[src/rtl/counter_arbiter_if.sv]
// Bundle of requester-side and counter-side signals for counter_arbiter.
// The master side (client blocks) drives req/limit. The slave side
// (the arbiter) returns grant, busy, count and the completion pulse.
interface counter_arbiter_if #(
    parameter int NUM_REQ = 4,
    parameter int WIDTH   = 8
);
    localparam int IDW = (NUM_REQ > 1) ? $clog2(NUM_REQ) : 1;

    logic [NUM_REQ-1:0]       req;
    logic [NUM_REQ*WIDTH-1:0] limit;
    logic [NUM_REQ-1:0]       grant;
    logic                     busy;
    logic [WIDTH-1:0]         count;
    logic                     done;
    logic [IDW-1:0]           done_id;

    modport master (
        output req, limit,
        input  grant, busy, count, done, done_id
    );

    modport slave (
        input  req, limit,
        output grant, busy, count, done, done_id
    );
endinterface

[src/rtl/counter_arbiter.sv]
// Round-robin owner of one shared up-counter. The granted requester gets a
// run from 0 up to its own limit (sampled at grant), followed by a one-cycle
// done pulse. Dropping req during a run aborts it without a done pulse.
module counter_arbiter #(
    parameter int NUM_REQ = 4,
    parameter int WIDTH   = 8
) (
    input  logic                 clock,
    input  logic                 reset,
    counter_arbiter_if.slave     bus,
    output logic [1:0]           state_dbg
);
    localparam int IDW = (NUM_REQ > 1) ? $clog2(NUM_REQ) : 1;

    localparam logic [1:0] ST_IDLE = 2'd0;
    localparam logic [1:0] ST_RUN  = 2'd1;
    localparam logic [1:0] ST_DONE = 2'd2;

    logic [1:0]         state_q,   state_d;
    logic [NUM_REQ-1:0] grant_q,   grant_d;
    logic               busy_q,    busy_d;
    logic [WIDTH-1:0]   count_q,   count_d;
    logic               done_q,    done_d;
    logic [IDW-1:0]     done_id_q, done_id_d;
    logic [IDW-1:0]     ptr_q,     ptr_d;
    logic [IDW-1:0]     owner_q,   owner_d;
    logic [WIDTH-1:0]   lim_q,     lim_d;

    // Winner of the round-robin scan, starting at the pointer and wrapping.
    logic               found;
    logic [IDW-1:0]     win;
    int                 scan_idx;

    // Scan upward from the pointer for the first active request.
    always_comb begin
        found    = 1'b0;
        win      = '0;
        scan_idx = 0;
        for (int i = 0; i < NUM_REQ; i++) begin
            scan_idx = int'(ptr_q) + i;
            if (scan_idx >= NUM_REQ) begin
                scan_idx = scan_idx - NUM_REQ;
            end
            if (!found && bus.req[scan_idx]) begin
                found = 1'b1;
                win   = IDW'(scan_idx);
            end
        end
    end

    // Next-state and output logic for IDLE -> RUN -> DONE.
    always_comb begin
        state_d   = state_q;
        grant_d   = grant_q;
        busy_d    = busy_q;
        count_d   = count_q;
        done_d    = 1'b0;
        done_id_d = done_id_q;
        ptr_d     = ptr_q;
        owner_d   = owner_q;
        lim_d     = lim_q;
        case (state_q)
            ST_IDLE: begin
                grant_d   = '0;
                busy_d    = 1'b0;
                count_d   = '0;
                done_id_d = '0;
                if (found) begin
                    owner_d  = win;
                    lim_d    = bus.limit[int'(win)*WIDTH +: WIDTH];
                    grant_d  = NUM_REQ'(1) << win;
                    busy_d   = 1'b1;
                    count_d  = '0;
                    ptr_d    = (win == IDW'(NUM_REQ-1)) ? '0 : win + IDW'(1);
                    state_d  = ST_RUN;
                end
            end
            ST_RUN: begin
                if (!bus.req[owner_q]) begin
                    // Owner withdrew: silent abort back to idle.
                    grant_d = '0;
                    busy_d  = 1'b0;
                    count_d = '0;
                    state_d = ST_IDLE;
                end else if (count_q == lim_q) begin
                    // Count is left at lim for the done cycle.
                    grant_d   = '0;
                    busy_d    = 1'b0;
                    done_d    = 1'b1;
                    done_id_d = owner_q;
                    state_d   = ST_DONE;
                end else begin
                    count_d = count_q + WIDTH'(1);
                end
            end
            ST_DONE: begin
                // req is deliberately not looked at here.
                grant_d = '0;
                busy_d  = 1'b0;
                count_d = '0;
                state_d = ST_IDLE;
            end
            default: begin
                grant_d = '0;
                busy_d  = 1'b0;
                count_d = '0;
                state_d = ST_IDLE;
            end
        endcase
    end

    // State registers with synchronous active-high reset.
    always_ff @(posedge clock) begin
        if (reset) begin
            state_q   <= ST_IDLE;
            grant_q   <= '0;
            busy_q    <= 1'b0;
            count_q   <= '0;
            done_q    <= 1'b0;
            done_id_q <= '0;
            ptr_q     <= '0;
            owner_q   <= '0;
            lim_q     <= '0;
        end else begin
            state_q   <= state_d;
            grant_q   <= grant_d;
            busy_q    <= busy_d;
            count_q   <= count_d;
            done_q    <= done_d;
            done_id_q <= done_id_d;
            ptr_q     <= ptr_d;
            owner_q   <= owner_d;
            lim_q     <= lim_d;
        end
    end

    assign bus.grant   = grant_q;
    assign bus.busy    = busy_q;
    assign bus.count   = count_q;
    assign bus.done    = done_q;
    assign bus.done_id = done_id_q;
    assign state_dbg   = state_q;
endmodule

[src/flat_wrapper.sv]
// flat-port wrapper written by rule: the top's interface ports become plain ports
module counter_arbiter_flat 
#(
    parameter int NUM_REQ = 4,
    parameter int WIDTH   = 8
)
  (clock, reset, state_dbg, bus_req, bus_limit, bus_grant, bus_busy, bus_count, bus_done, bus_done_id);
  counter_arbiter_if #(.NUM_REQ(NUM_REQ), .WIDTH(WIDTH)) bus_i ();
  input  logic clock;
  input  logic reset;
  output logic [1:0] state_dbg;
  input wire logic [$bits(bus_i.req)-1:0] bus_req;
  input wire logic [$bits(bus_i.limit)-1:0] bus_limit;
  output wire logic [$bits(bus_i.grant)-1:0] bus_grant;
  output wire logic [$bits(bus_i.busy)-1:0] bus_busy;
  output wire logic [$bits(bus_i.count)-1:0] bus_count;
  output wire logic [$bits(bus_i.done)-1:0] bus_done;
  output wire logic [$bits(bus_i.done_id)-1:0] bus_done_id;
  assign bus_i.req = bus_req;
  assign bus_i.limit = bus_limit;
  assign bus_grant = bus_i.grant;
  assign bus_busy = bus_i.busy;
  assign bus_count = bus_i.count;
  assign bus_done = bus_i.done;
  assign bus_done_id = bus_i.done_id;
  counter_arbiter #(.NUM_REQ(NUM_REQ), .WIDTH(WIDTH)) u_core (.clock(clock), .reset(reset), .bus(bus_i), .state_dbg(state_dbg));
endmodule
[config.mk]
export PLATFORM = sky130hd
export DESIGN_NAME = counter_arbiter_flat
export DESIGN_NICKNAME = d
export VERILOG_FILES = /design/src/rtl/counter_arbiter_if.sv /design/src/rtl/counter_arbiter.sv /design/src/flat_wrapper.sv
export SDC_FILE = /design/constraint.sdc
export NUM_CORES = 1
export LEC_CHECK = 0
export BUFFER_PORTS_ARGS = -buffer_cell sky130_fd_sc_hd__buf_2
export CAP_MARGIN = 20
export CORE_MARGIN = 2
export CORE_UTILIZATION = 54
export DETAILED_ROUTE_END_ITERATION = 16
export PLACE_DENSITY_LB_ADDON = 0.12
export SLEW_MARGIN = 10
export SYNTH_ARGS = -nofsm -noshare
export SYNTH_HDL_FRONTEND = slang
export SYNTH_SLANG_ARGS = --single-unit
[constraint.sdc]
create_clock -name clock -period 2.7 [get_ports clock]
set_input_delay 0.27 -clock clock [delete_from_list [all_inputs] [get_ports clock]]
set_output_delay 0.27 -clock clock [all_outputs]
set_load 0.02 [all_outputs]
-- After elaboration in Yosys (flattened, before gate mapping)
Index checks and enable logic that the tools add are counted.
- reductions and logical operators: 12
- bitwise gates (word level): 2
- multiplexer cells: 43
- eq/ne operators: 7
- $lt $le $gt $ge: 9
- add/sub/neg operators: 9
- shifts and indexed selects: 2
- operator list (kind ; number):
    $lt A32 B4 Y1 const B ; 4
    $mux W32 ; 4
    $ge A32 B4 Y1 const B ; 3
    $sub A32 B4 Y32 const B ; 3
    $shiftx A32 B6 Y8 ; 1
    $mux W2 ; 10
    $mux W1 ; 17
    $mux W4 ; 3
    $bmux W1 S2 ; 5
    $add A8 B1 Y8 const B ; 1
    $eq A8 B8 Y1 ; 1
    $pmux W2 S2 ; 2
    $pmux W4 S2 ; 1
    $add A2 B2 Y3 const B ; 2
    $ne A2 B1 Y1 const B ; 3
    $reduce_and A2 Y1 ; 2
    $shl A1 B2 Y4 const A ; 1
    $sub A2 B3 Y4 const B ; 1
    $add A2 B1 Y3 const B ; 1
    $ge A2 B3 Y1 const B ; 1
    $logic_and A1 B1 Y1 ; 3
    $logic_not A1 Y1 ; 3
    $lt A2 B3 Y1 const B ; 1
    $ne A3 B3 Y1 const B ; 1
    9 further kinds ; 10
- output and inout bits: 18
- logic and storage cells: 93
- flip-flop bits (word level): 30

-- Depth between registers and ports, before layout
- word-level depth: 18
- depth in mapped cells: 8

-- Worst setup path after synthesis
OpenSTA, ideal clock, no wires.
- kind: register to register
- from: register u_core.state_q[0] (netlist: u_core.state_dbg[0])
- to: register u_core.lim_q[0]
- setup time: 0.074 ns
- buffers on the path: 3
- data required time: 2.626 ns
- cell stages (with the launch flop): 7
- slack: 0.989 ns
- arrival time: 1.636 ns
- cell sequence: dfxtp_1 -> clkbuf_1 -> or3_1 -> buf_2 -> buf_2 -> a211o_1 -> a31oi_1
- cells in the longest elaborated chain, start to end: 2
- ends and longest elaborated chain (element ; line ; text):
    from (decl) ; counter_arbiter.sv:19 ; logic [1:0] state_q, state_d;
    from (signal assigned) ; counter_arbiter.sv:125 ; state_q <= state_d;
    $logic_not A2 Y1 ; counter_arbiter.sv:62 ; case (state_q)
    $reduce_and A2 Y1 (no line) ; - ;
    to (signal assigned) ; counter_arbiter.sv:133 ; lim_q <= lim_d;
    to (decl) ; counter_arbiter.sv:27 ; logic [WIDTH-1:0] lim_q, lim_d;
Every way passes these cells.
A chain may end at the register's enable or synchronous reset.

-- Worst setup path after layout
- from: register u_core.ptr_q[1]
- to: register u_core.lim_q[2]
- cells in the longest elaborated chain, start to end: 16
- ends and longest elaborated chain (element ; line ; text):
    from (decl) ; counter_arbiter.sv:25 ; logic [IDW-1:0] ptr_q, ptr_d;
    from (signal assigned) ; counter_arbiter.sv:131 ; ptr_q <= ptr_d;
    branches (longest 14 deep; another with $sub A32 B4 Y32) ; - ;
    $mux W2 (*) ; counter_arbiter.sv:44 ; if (!found && bus.req[scan_idx]) begin
    net u_core.win[0] ; counter_arbiter.sv:31 ; logic [IDW-1:0] win;
    $shiftx A32 B6 Y8 (*) ; counter_arbiter.sv:70 ; lim_d = bus.limit[int'(win)*WIDTH +: WIDTH];
Mark *: on every way through the listed nets, which the timed path passes. The select of a mux whose other input is x is not followed.

==> results.tsv <==
stage	metric	value	unit
outcome	run status	finished clean	
final_layout	fill count	285	
setup_path	Arr. time, crit path	2.30	ns
setup_path	Critical Path End	u_core.lim_q[2]	
global_routing	vias in the first global route	1420	
die	die area	0.00366	sq mm
final_layout	final instance area	0.00205	sq mm
global_routing	grt ovf	0	
place	port buffer count	55	
clocking	CTS resizes	0	
flow_run	number of max-cap violations	0	
setup_path	R2R Path Start	u_core.ptr_q[1]	
global_routing	largest net degree at the start of global routing	22	
clocking	Post-CTS Setup Inserts	0	
die	Die W	60.5	microns
synth	prevailing post-synth register cell	dfxtp_1	
setup_path	Critical Path Max Stage Delay	0.48	ns
synth	Synth cell types	45	
synth	async set-reset flop share out of synthesis	0	%
pwr	Clk pwr share	22.5	%
sta	Final Hold Fails	0	
final_layout	antenna cells	0	
place	DP Area	0.00199	sq mm
pwr	Power Internal	783	uW
synth	sequential area share after synthesis	34.9	%
clocking	CTS tree	built	
setup_path	CP Data Required Time	2.90	ns
die	Die Height	60.5	microns
drt	DR DRC count	0	
final_layout	multi-input logic area	0.00103	sq mm
sta	fin crit share	77.9	%
pwr	Leak Pwr	0.000860	uW
sta	Worst Clk Skew	0.0102	ns
sta	RSZ-0062 raised after global routing	false	
sta	final setup margin	0.597	ns
synth	number of synthesized flops with an enable pin	0	
place	DP Worst Slack	0.640	ns
drt	Initial DRC Count	125	
drt	via count	1674	
clocking	Clk Latency, worst-skew pair	0.33	ns
synth	FF+latch count, synth	30	
synth	synthesized cell area	0.00172	sq mm
setup_path	Worst Setup End Kind	flip-flop	
final_layout	Reg area	601	sq um
drt	drt first pass iters	5	
pwr	Gate power share	34.4	%
drt	Routed WL	3920	microns
setup_path	Worst Reg-to-Reg Cells	6	
sta	post-route setup TNS	0	ns
pwr	Pwr Density	609	mW/mm^2
drt	WL per Instance	13.3	microns
sta	Slew Limit Fails	0	
place	dpl cells	288	
setup_path	crit path launch type	flip-flop	
sta	final setup vio count	0	
clocking	Max clock buf depth	2	
global_routing	gr usage total	22.5	%
pwr	switching power	465	uW
setup_path	Reg-to-Reg End	u_core.lim_q[2]	
die	Core ar.	0.00305	sq mm
setup_path	kind of critical path	flip-flop to flip-flop	
synth	yosys warns	0	
setup_path	Worst Setup SP	u_core.ptr_q[1]	
clocking	CTS Hold Bufs	0	
place	GPL Wtd Cong	0.833	
sta	worst rel slew slack	53.7	%
clocking	htree depth	2	
clocking	clock root buffer master	clkbuf_4	
clocking	Worst-path clk slew	0.09	ns
setup_path	worst-path fanout max	12	
pwr	Worst VDD drop	0.326	mV
sta	Slew @ Worst Pin	0.689	ns
final_layout	Final nets	294	
pwr	Net Sw Frac	37.2	%
pwr	Flop pwr share	43.1	%
worst_hold_path	HP Class	input port to flip-flop	
final_layout	fin cells	296	
sta	Fmax achieved	475	MHz
die	I/O Pins	56	
clocking	CTS Buf Count	5	
final_layout	Area growth syn-to-layout	19.0	%
drt	antenna viol nets, final	0	
global_routing	global-route wire length before repair	6240	microns
clocking	CTS Sinks	30	
worst_hold_path	worst hold stages	3	
drt	vias per inst	5.66	
die	row count	20	
setup_path	Crit-path slowest cell	dfxtp_1	
final_layout	layout cells sized above 1	28.6	%
setup_path	Cell Chain, Critical Path	mux2i_1 > o22ai_2 > nor2_1 > inv_2 > a2111oi_0 > nor4_1	
sta	Fin Hold WS	0.238	ns
place	DP HPWL	3070	microns
sta	Tmin final	2.10	ns
die	Initial Utilization	56.4	%
synth	Syn Area/Cell	8.52	sq um
global_routing	initial antenna violation count	0	
setup_path	R2R Setup Slk	0.60	ns
synth	Synth Instances	202	
synth	Post-Syn Nets	245	
[cells by family after synthesis]
kind of cell / share of synthesized area [%]
AO/OA/AOI/OAI: 23.6
XOR/XNOR: 7.63
adder cells (fa/ha/maj): 3.63
buffers and inverters: 5.52
flip-flops: 34.9
multiplexers: 4.80
AND/OR/NAND/NOR: 19.9
[per-layer routing]
| metal | GRT usage (%) | share of wire [%] | vias up | routed length (microns) |
|---|---|---|---|---|
| li1 | - | - | 842 | - |
| met1 | 30.8 | 48 | 765 | 1880 |
| met2 | 35.2 | 45 | 63 | 1770 |
| met3 | 4.69 | 6.1 | 4 | 238 |
| met4 | 8.39 | 0.94 | 0 | 37 |
| met5 | 0 | 0 | - | 0 |
[power groups by stage]
stage / sequential (uW) / combinational (uW) / clock, uW
global route: 547 / 475 / 304
floorplan: 552 / 331 / 0
CTS: 538 / 429 / 285
detailed placement: 549 / 427 / 0
global placement: 548 / 424 / 0
finish: 538 / 429 / 281
[critical path, delay by kind of cell (launching register included)]
family	cells	cell delay [ns]
AOI/OAI and AO/OA	2	0.70
DFF	1	0.48
and+or+nand+nor	2	0.39
muxes	1	0.31
buffers and inverters	1	0.10
[cell usage after synthesis (2+ instances only)]
master | n | share of area (%)
dfxtp_1 | 30 | 35
nand2_1 | 18 | 3.9
nor2_1 | 14 | 3.1
a21oi_1 | 13 | 3.8
o21ai_0 | 13 | 3.8
nand3_1 | 12 | 3.5
a211o_1 | 10 | 5.1
xnor2_1 | 9 | 4.6
buf_2 | 8 | 2.3
nand4_1 | 7 | 2.5
mux2i_1 | 6 | 3.5
xor2_1 | 6 | 3.1
a31oi_1 | 5 | 1.8
ha_1 | 5 | 3.6
clkbuf_1 | 4 | 0.87
and3_1 | 3 | 1.1
nor3_1 | 3 | 0.87
a2111oi_0 | 2 | 1.0
a22o_1 | 2 | 1.0
inv_1 | 2 | 0.44
nand2b_1 | 2 | 0.73
nand3b_1 | 2 | 0.87
nor4_1 | 2 | 0.73
o2111ai_1 | 2 | 1.0
o221ai_1 | 2 | 1.0
[placed cells by master (no fill, tap or decap), types with 6 or more instances in the layout]
cell type	netlist	layout
nand4_1	7	7
nand2_1	18	18
o21ai_0	13	13
xor2_1	6	6
nor2_1	14	14
dfxtp_1	30	30
xnor2_1	9	9
nand3_1	12	12
buf_2	8	55
a211o_1	10	10
a21oi_1	13	13
mux2i_1	6	6
[worst min-delay path by stage]
stage | from | to | slack, ns
final | bus_limit[15] | u_core.lim_q[7] | 0.24
after detailed placement | u_core.bus.done_id[1] | u_core.bus.done_id[1] | 0.46
after global placement | u_core.bus.done_id[0] | u_core.bus.done_id[0] | 0.45
after floorplan | u_core.lim_q[1] | u_core.lim_q[1] | 0.46
after global routing | bus_limit[15] | u_core.lim_q[7] | 0.26
after CTS | bus_limit[15] | u_core.lim_q[7] | 0.24
[state kept, by name (all words and copies together), names as in the netlist]
signal	cells
u_core.state_dbg	2
u_core.bus.count	8
u_core.lim_q	8
u_core.bus.busy	1
u_core.ptr_q	2
u_core.bus.done_id	2
u_core.owner_q	2
u_core.bus.grant	4
u_core.bus.done	1
[cell type report]
type	instances	area share, %
multi-input combinational	153	50.1
tap	44	2.69
timing repair buffer	56	13.8
clock buffer	6	2.50
clock inverter	2	0.610
inverter	5	1.04
sequential	30	29.3
[metrics by stage]
step	util (%)	total power [uW]
floorplan	-	883
global route	67.1	1330
detailed placement	65.0	976
CTS	67.1	1250
finish	67.1	1250
global placement	65.0	972
(Power assumes the default switching activity.)
